<file path="config.mk">
export PLATFORM = sky130hd
export DESIGN_NAME = mem_ctrl_arbiter
export DESIGN_NICKNAME = d
export VERILOG_FILES = /design/src/rtl/mem_ctrl_arbiter.sv
export SDC_FILE = /design/constraint.sdc
export NUM_CORES = 1
export LEC_CHECK = 0
export CORE_AREA = 2 2 112 114
export DETAILED_ROUTE_END_ITERATION = 6
export DIE_AREA = 0 0 114 116
export GPL_TIMING_DRIVEN = 0
export PLACE_DENSITY = 0.81
export RECOVER_POWER = 25
export SETUP_SLACK_MARGIN = 0.02
export SLEW_MARGIN = 20
export SYNTH_ARGS = -nofsm -noshare
export SYNTH_HDL_FRONTEND = slang
export SYNTH_SLANG_ARGS = --single-unit
</file>
<file path="constraint.sdc">
create_clock -name clk -period 4.3 [get_ports clk]
set_clock_uncertainty 0.2 [all_clocks]
set_input_delay 0.645 -clock clk [delete_from_list [all_inputs] [get_ports clk]]
set_output_delay 0.645 -clock clk [all_outputs]
set_load 0.005 [all_outputs]
</file>
<file path="src/rtl/mem_ctrl_arbiter.sv">
// Byte-stream arbiter sharing the single RAM/IO port between instruction fetch and the LSB.
// Each byte costs one ISSUE cycle (address/write drive) and one RESP cycle (rdy pulse).
module mem_ctrl_arbiter #(
  parameter int unsigned LSB_BURST_MAX = 4,
  parameter logic [1:0]  IO_ADDR_HI    = 2'b11
) (
  input  logic        clk,
  input  logic        rst,
  input  logic        rdy,
  input  logic        rollback_signal,
  input  logic        if_ena,
  input  logic [31:0] if_addr,
  output logic        if_rdy,
  output logic [7:0]  if_data,
  input  logic        lsb_ena,
  input  logic        lsb_wr,
  input  logic [31:0] lsb_addr,
  input  logic [7:0]  lsb_data,
  output logic        lsb_rdy,
  output logic [7:0]  lsb_rdata,
  input  logic [7:0]  mem_din,
  output logic [7:0]  mem_dout,
  output logic [31:0] mem_a,
  output logic        mem_wr,
  input  logic        io_buffer_full
);

  localparam int unsigned       BurstW   = $clog2(LSB_BURST_MAX + 1);
  localparam logic [BurstW-1:0] BurstMax = BurstW'(LSB_BURST_MAX);

  typedef enum logic [1:0] {StIdle, StIssue, StResp} state_e;
  typedef enum logic [1:0] {OwnNone, OwnIf, OwnLsb} owner_e;

  state_e            state_q, state_d;
  owner_e            owner_q, owner_d;
  logic [31:0]       base_q, base_d;
  logic [31:0]       offset_q, offset_d;
  logic              wr_q, wr_d;
  logic [BurstW-1:0] burst_q, burst_d;
  logic [7:0]        if_data_q, if_data_d;
  logic [7:0]        lsb_rdata_q, lsb_rdata_d;

  logic        owner_ena;
  logic        io_stall;
  logic        grant_lsb;
  logic        grant_if;
  logic [31:0] cur_addr;

  assign cur_addr  = base_q + offset_q;
  assign owner_ena = (owner_q == OwnIf)  ? if_ena  :
                     (owner_q == OwnLsb) ? lsb_ena : 1'b0;
  assign io_stall  = wr_q && (cur_addr[17:16] == IO_ADDR_HI) && io_buffer_full;
  // IF is forced in once the LSB has used its burst allowance against a waiting IF.
  assign grant_lsb = lsb_ena && !(if_ena && (burst_q == BurstMax));
  assign grant_if  = !grant_lsb && if_ena;

  always_comb begin
    state_d     = state_q;
    owner_d     = owner_q;
    base_d      = base_q;
    offset_d    = offset_q;
    wr_d        = wr_q;
    burst_d     = burst_q;
    if_data_d   = if_data_q;
    lsb_rdata_d = lsb_rdata_q;
    mem_a       = '0;
    mem_dout    = '0;
    mem_wr      = 1'b0;
    if_rdy      = 1'b0;
    lsb_rdy     = 1'b0;

    if (!if_ena) burst_d = '0;

    unique case (state_q)
      StIdle: begin
        if (grant_lsb) begin
          owner_d  = OwnLsb;
          base_d   = lsb_addr;
          wr_d     = lsb_wr;
          offset_d = '0;
          burst_d  = if_ena ? burst_q + 1'b1 : '0;
          state_d  = StIssue;
        end else if (grant_if) begin
          owner_d  = OwnIf;
          base_d   = if_addr;
          wr_d     = 1'b0;
          offset_d = '0;
          burst_d  = '0;
          state_d  = StIssue;
        end
      end
      StIssue: begin
        if (!owner_ena) begin
          state_d = StIdle;
          owner_d = OwnNone;
        end else begin
          mem_a    = cur_addr;
          mem_dout = lsb_data;
          mem_wr   = wr_q;
          if (io_stall) begin
            mem_wr = 1'b0;
          end else begin
            state_d = StResp;
          end
        end
      end
      StResp: begin
        if (owner_q == OwnIf) begin
          if_rdy    = 1'b1;
          if_data_d = mem_din;
        end else if (owner_q == OwnLsb) begin
          lsb_rdy = 1'b1;
          if (!wr_q) lsb_rdata_d = mem_din;
        end
        offset_d = offset_q + 32'd1;
        state_d  = StIssue;
      end
      default: state_d = StIdle;
    endcase

    if (rollback_signal) begin
      state_d     = StIdle;
      owner_d     = OwnNone;
      burst_d     = '0;
      if_data_d   = if_data_q;
      lsb_rdata_d = lsb_rdata_q;
      mem_wr      = 1'b0;
      if_rdy      = 1'b0;
      lsb_rdy     = 1'b0;
    end

    if (!rdy) begin
      mem_wr  = 1'b0;
      if_rdy  = 1'b0;
      lsb_rdy = 1'b0;
    end
  end

  // The byte is presented together with its rdy pulse, then held by the register.
  assign if_data   = if_rdy ? mem_din : if_data_q;
  assign lsb_rdata = (lsb_rdy && !wr_q) ? mem_din : lsb_rdata_q;

  always_ff @(posedge clk or posedge rst) begin
    if (rst) begin
      state_q     <= StIdle;
      owner_q     <= OwnNone;
      base_q      <= '0;
      offset_q    <= '0;
      wr_q        <= 1'b0;
      burst_q     <= '0;
      if_data_q   <= '0;
      lsb_rdata_q <= '0;
    end else if (rdy) begin
      state_q     <= state_d;
      owner_q     <= owner_d;
      base_q      <= base_d;
      offset_q    <= offset_d;
      wr_q        <= wr_d;
      burst_q     <= burst_d;
      if_data_q   <= if_data_d;
      lsb_rdata_q <= lsb_rdata_d;
    end
  end

endmodule

</file>
=== Yosys cells after proc, flatten, opt, wreduce, memory -nomap -nowiden ===
Cells that the tools add are included.

* Input bits: 88
* Memories: 0
* Register bits: 88
* Logic and storage cells: 88
* Memory bits (writable): 0
* Latch bits: 0
* Memory bits (read-only): 0
* Output and inout bits: 59

* Bitwise operators: 3
* $lt $le $gt $ge: 0
* Reduce and logical (&&, ||, !) cells: 19
* Add/sub/neg operators: 3
* Eq/ne operators: 10
* Multipliers: 0
* Multiplexer cells: 45
* Shifts and indexed selects: 0
* Div/mod/pow operators: 0

{| class="wikitable"
|+ Operators with widths
! cell !! number
|-
| $mux W32 || 6
|-
| $pmux W32 S2 || 1
|-
| $add A32 B1 Y32 const B || 1
|-
| $add A32 B32 Y32 || 1
|-
| $mux W8 || 4
|-
| $mux W1 || 18
|-
| $mux W3 || 6
|-
| $mux W2 || 8
|-
| $reduce_and A3 Y1 || 3
|-
| $ne A4 B4 Y1 const B || 2
|-
| $reduce_and A4 Y1 || 2
|-
| $eq A2 B2 Y1 const B || 3
|-
| $logic_and A1 B1 Y1 || 6
|-
| $ne A3 B3 Y1 const B || 2
|-
| $pmux W2 S3 || 1
|-
| $reduce_and A6 Y1 || 1
|-
| $eq A2 B1 Y1 const B || 2
|-
| $pmux W2 S2 || 1
|-
| $reduce_bool A2 Y1 || 2
|-
| $add A3 B1 Y3 const B || 1
|-
| $eq A3 B3 Y1 const B || 1
|-
| $logic_not A1 Y1 || 3
|-
| $not A1 Y1 || 3
|-
| $reduce_bool A3 Y1 || 1
|-
| $logic_not A2 Y1 || 1
|}

=== Longest topological paths before layout ===
* Depth in word-level cells: 10
* Gate-level depth with buffers: 11
* Depth with buffers taken out: 11

=== Worst setup path after synthesis ===
No wires, ideal clock.

* Path kind: flip-flop to output port
* Start: reg offset_q[0]
* End: out mem_a[28]
* Setup slack: 1.009 ns
* Arrival time: 2.446 ns
* Data required time: 3.455 ns
* Path buffers: 0
* Cell stages (with the launch flop): 12
* Cell sequence: dfrtp_1 > ha_1 > inv_1 > fa_1 > nor2b_1 > o31a_1 > o21ai_0 > a211o_1 > nand3_1 > and3_1 > o32a_1 > mux2i_1

* Cells in the longest elaborated chain, start to end: 3

{| class="wikitable"
|+ RTL lines
! element !! RTL line !! text
|-
| start, declared || 37 || <nowiki>logic [31:0] offset_q, offset_d;</nowiki>
|-
| start signal, assigned || 157 || <nowiki>offset_q <= offset_d;</nowiki>
|-
| $add A32 B32 Y32 || 49 || <nowiki>assign cur_addr = base_q + offset_q;</nowiki>
|-
| $mux W32 || 93 || <nowiki>if (!owner_ena) begin</nowiki>
|-
| $mux W32 || 74 || <nowiki>unique case (state_q)</nowiki>
|-
| end, declared || 23 || <nowiki>output logic [31:0] mem_a,</nowiki>
|}

Every way passes these cells.

=== Worst setup path in the final report ===
* Start: in if_ena
* End: out mem_a[16]

* Cells in the longest elaborated chain, start to end: 3

{| class="wikitable"
|+ RTL lines
! element !! RTL line !! text
|-
| start, declared || 11 || <nowiki>input logic if_ena,</nowiki>
|-
| $mux W1 || 50 || <nowiki>assign owner_ena = (owner_q == OwnIf) ? if_ena :</nowiki>
|-
| $mux W32 || 93 ||
|-
| $mux W32 || 74 ||
|}

Every way passes these cells.

==> out/summary.txt <==
==================================================================================================
Setup WS pre-CTS ....................................................................    -0.230 ns
Initial Util ........................................................................        0.508
Worst-Skew Late Latency .............................................................      0.34 ns
Fraction of the cycle the final worst path needs ....................................        0.978
Classification of the worst-slack hold path ......................................... flop to flop
Antenna viol nets, final ............................................................            0
Port Buffer Count ...................................................................          146
Maximum level of the CTS H-tree .....................................................            3
Die X-Extent ........................................................................       114 um
Via count ...........................................................................         6086
Worst path buffer plus inverter count ...............................................            4
Placeable core region ...............................................................  11900 sq um
DR DRC count ........................................................................            0
# IOs ...............................................................................          147
Post-Syn Nets .......................................................................          864
Largest net degree at the start of global routing ...................................           50
Status .............................................................................. finished with violations
Worst setup SP type .................................................................    input pin
Antenna fix cells ...................................................................            0
Number of instances in the synthesized netlist ......................................          741
Critical path launch point ..........................................................       if_ena
Capturing instance or port of the critical path .....................................    mem_a[16]
RD Place Congestion .................................................................        0.948
Post-synth top cells ................................................................ 134 x nand2_1, 104 x nor2_1, 88 x dfrtp_1
Kind of cell adding the most delay to the critical path ............................. buffers and inverters
Fraction of registers with async set or reset after synthesis .......................         1.00
Tightest hold margin ................................................................     0.277 ns
Vias in the first global route ......................................................         5833
Max-cap violation count .............................................................            1
Num CTS Buffers .....................................................................            9
Overall track demand over capacity in global routing ................................        0.269
FF-to-FF path depth .................................................................           10
Post-layout worst setup margin ......................................................    0.0952 ns
Transition time at the pin with the least slew margin ...............................      2.28 ns
TritonCTS Sinks .....................................................................           88
Placed cell count ...................................................................         1036
Max Freq ............................................................................      238 MHz
Terminus of the critical flop-to-flop path ..........................................   state_q[0]
Final net count .....................................................................         1026
Fraction of layout cells with a size suffix above 1 .................................       0.0870
Root buffer cell ....................................................................    clkbuf_16
Yosys top cell by area ..............................................................      dfrtp_1
Most used flip-flop cell after synthesis ............................................      dfrtp_1
Clock transition time at the flip-flop clock pins of the worst setup and hold paths .      0.07 ns
Final critical-path required period .................................................      4.20 ns
Endpoint class of the critical path ................................................. primary output
Largest stage delay on the critical path ............................................      0.60 ns
Final setup viols ...................................................................            0
Unrepaired setup endpoints after global routing .....................................          yes
Setup TNS ...........................................................................         0 ns
Wire length of the first global-routing pass ........................................     28300 um
Via-per-instance ratio ..............................................................         5.77
Initial antenna violation count .....................................................            0
Static Leakage ......................................................................      3.72 nW
Worst IR drop on VDD ................................................................       160 uV
Sequential-to-total area share from yosys stat ......................................        0.364
Cell count along the critical path ..................................................            7
Yosys top cell area share ...........................................................        0.364
Area of the mapped netlist ..........................................................   6050 sq um
Die outline height ..................................................................       116 um
Worst setup slack for register-to-register paths ....................................      1.18 ns
Leading cell type by number of instances after synthesis ............................      nand2_1
Critical Path AT ....................................................................      3.36 ns
Detailed-routing iteration count for the pre-antenna-repair pass ....................            6
Yosys warns .........................................................................            0
Final std cells w/o fill ............................................................         1055
Number of storage elements in the synthesis netlist .................................           88
Cells traversed along the worst timing path ......................................... clkdlybuf4s50_1 > a22o_1 > nand3b_1 > clkbuf_1 > clkbuf_1 > nor2_1 > clkdlybuf4s50_1
CTS tree ............................................................................        built
Cell row count ......................................................................           40
Max Transition Viols Final ..........................................................           49
Failing checks ...................................................................... capacitance limit, slew limit
Buffers from clock root to sink, at most ............................................            2
Worst-case headroom to the max-slew limit ...........................................       -0.519
Violation count after the first detailed-routing iteration ..........................          422
Average instance area after synthesis ...............................................   8.16 sq um
Required time of the critical path ..................................................      3.45 ns
Cts-stage hold buffer count .........................................................            0
Full die area .......................................................................  13200 sq um
Growth of design area from synthesis to finish ......................................        36.1%
Areal power density over the cells ..................................................  288 nW/um^2
Total congestion overflow ...........................................................            0
Number of flops mapped to enable cells by yosys .....................................            0
Slowest cell on the critical path ...................................................     clkbuf_1
Main area contributors after synthesis .............................................. dfrtp_1 36%, nand2_1 8.3%, ha_1 7.0%
Count of final hold-check violations ................................................            0
Wire per inst .......................................................................      16.8 um
Maximum fanout along the worst path .................................................           10
Number of distinct library cell variants in the gate-level netlist after synthesis ..           61
HPWL reported at the end of detailed placement ......................................     13400 um
Category of the most critical setup path ............................................ input pin to primary output
Detailed-route wire length ..........................................................     17800 um
Startpoint of the worst-slack reg-to-reg timing path ................................  offset_q[3]
==================================================================================================
[worst min-delay path, stage by stage (launching register included)]
cell     delay, ns
dfrtp_1       0.33
nand2_1       0.06
nand2_1       0.06
[report_power, final]
part | total (W) | internal [W] | switching (W)
clock | 0.000736 | 0.000407 | 0.000329
combinational | 0.000659 | 0.000301 | 0.000358
sequential | 0.000976 | 0.000905 | 0.0000703
total | 0.00237 | 0.00161 | 0.000757
[how the worst min path moves through the flow]
stage                      start            to  slack, ns  cells past startpoint
floorplan           if_data_q[0]  if_data_q[0]       0.24                      2
global placement    if_data_q[1]  if_data_q[1]       0.25                      2
detailed placement  if_data_q[0]  if_data_q[0]       0.26                      2
CTS                 if_data_q[0]  if_data_q[0]       0.28                      2
global route        if_data_q[3]  if_data_q[3]       0.31                      2
finish              if_data_q[0]  if_data_q[0]       0.28                      2
[cell usage in the layout (no fill, tap or decap), types with 17 or more instances in the layout]
master and instances:
nor2_1 104, xor2_1 26, clkdlybuf4s50_1 142, nor3_1 18, a31oi_1 32, nand2_1 134, a21oi_1 28, dfrtp_1 86
a21o_1 17, xnor2_1 17, mux2_2 17, ha_1 28, clkbuf_1 21, o21ai_0 27
[logic make-up after synthesis]
logic type	share of synthesized area
buf+inv	0.0319
flops	0.364
mux	0.0350
xor+xnor	0.0623
fa+ha+maj	0.0737
compound gates	0.170
simple gates	0.263
[registers in the layout, indices dropped and copies added, names as in the netlist]
register,count
owner_q,2
state_q,2
burst_q,3
if_data_q,8
wr_q,1
lsb_rdata_q,8
offset_q,32
base_q,32
[layer usage]
| layer | vias up | GRT usage | wire (um) |
|---|---|---|---|
| met4 | 0 | 0.0764 | 319 |
| met3 | 31 | 0.0513 | 1150 |
| li1 | 2937 | - | - |
| met2 | 236 | 0.454 | 8540 |
| met5 | - | 0 | 0 |
| met1 | 2882 | 0.356 | 7750 |
[area by class of cell]
| cell class | count | area (sq um) |
|---|---|---|
| buffer | 25 | 110 |
| sequential | 88 | 2200 |
| fill | 960 | 3680 |
| tap | 147 | 184 |
| clock buffer | 11 | 243 |
| inverter | 19 | 72.6 |
| timing repair buffer | 154 | 1540 |
| multi-input combinational | 606 | 3840 |
| clock inverter | 5 | 32.5 |
[stage by stage]
step	instance area, sq um	utilization	power [W]
after floorplan	6050	-	0.00134
after global routing	8230	0.691	0.00247
after global placement	7690	0.646	0.00157
final	8230	0.691	0.00237
after detailed placement	7740	0.650	0.00159
after CTS	8100	0.680	0.00233
[repair_timing]
item / 4_1_cts / 5_1_grt
endpoints found under the setup margin: 21 / 19
resized for setup: 17 / 28
pin swaps: 3 / 8
gates cloned: 0 / 0
hold endpoints to repair: 0 / 0
buffers inserted: 4 / 2
No activity file was read; power rests on OpenSTA's default activity.
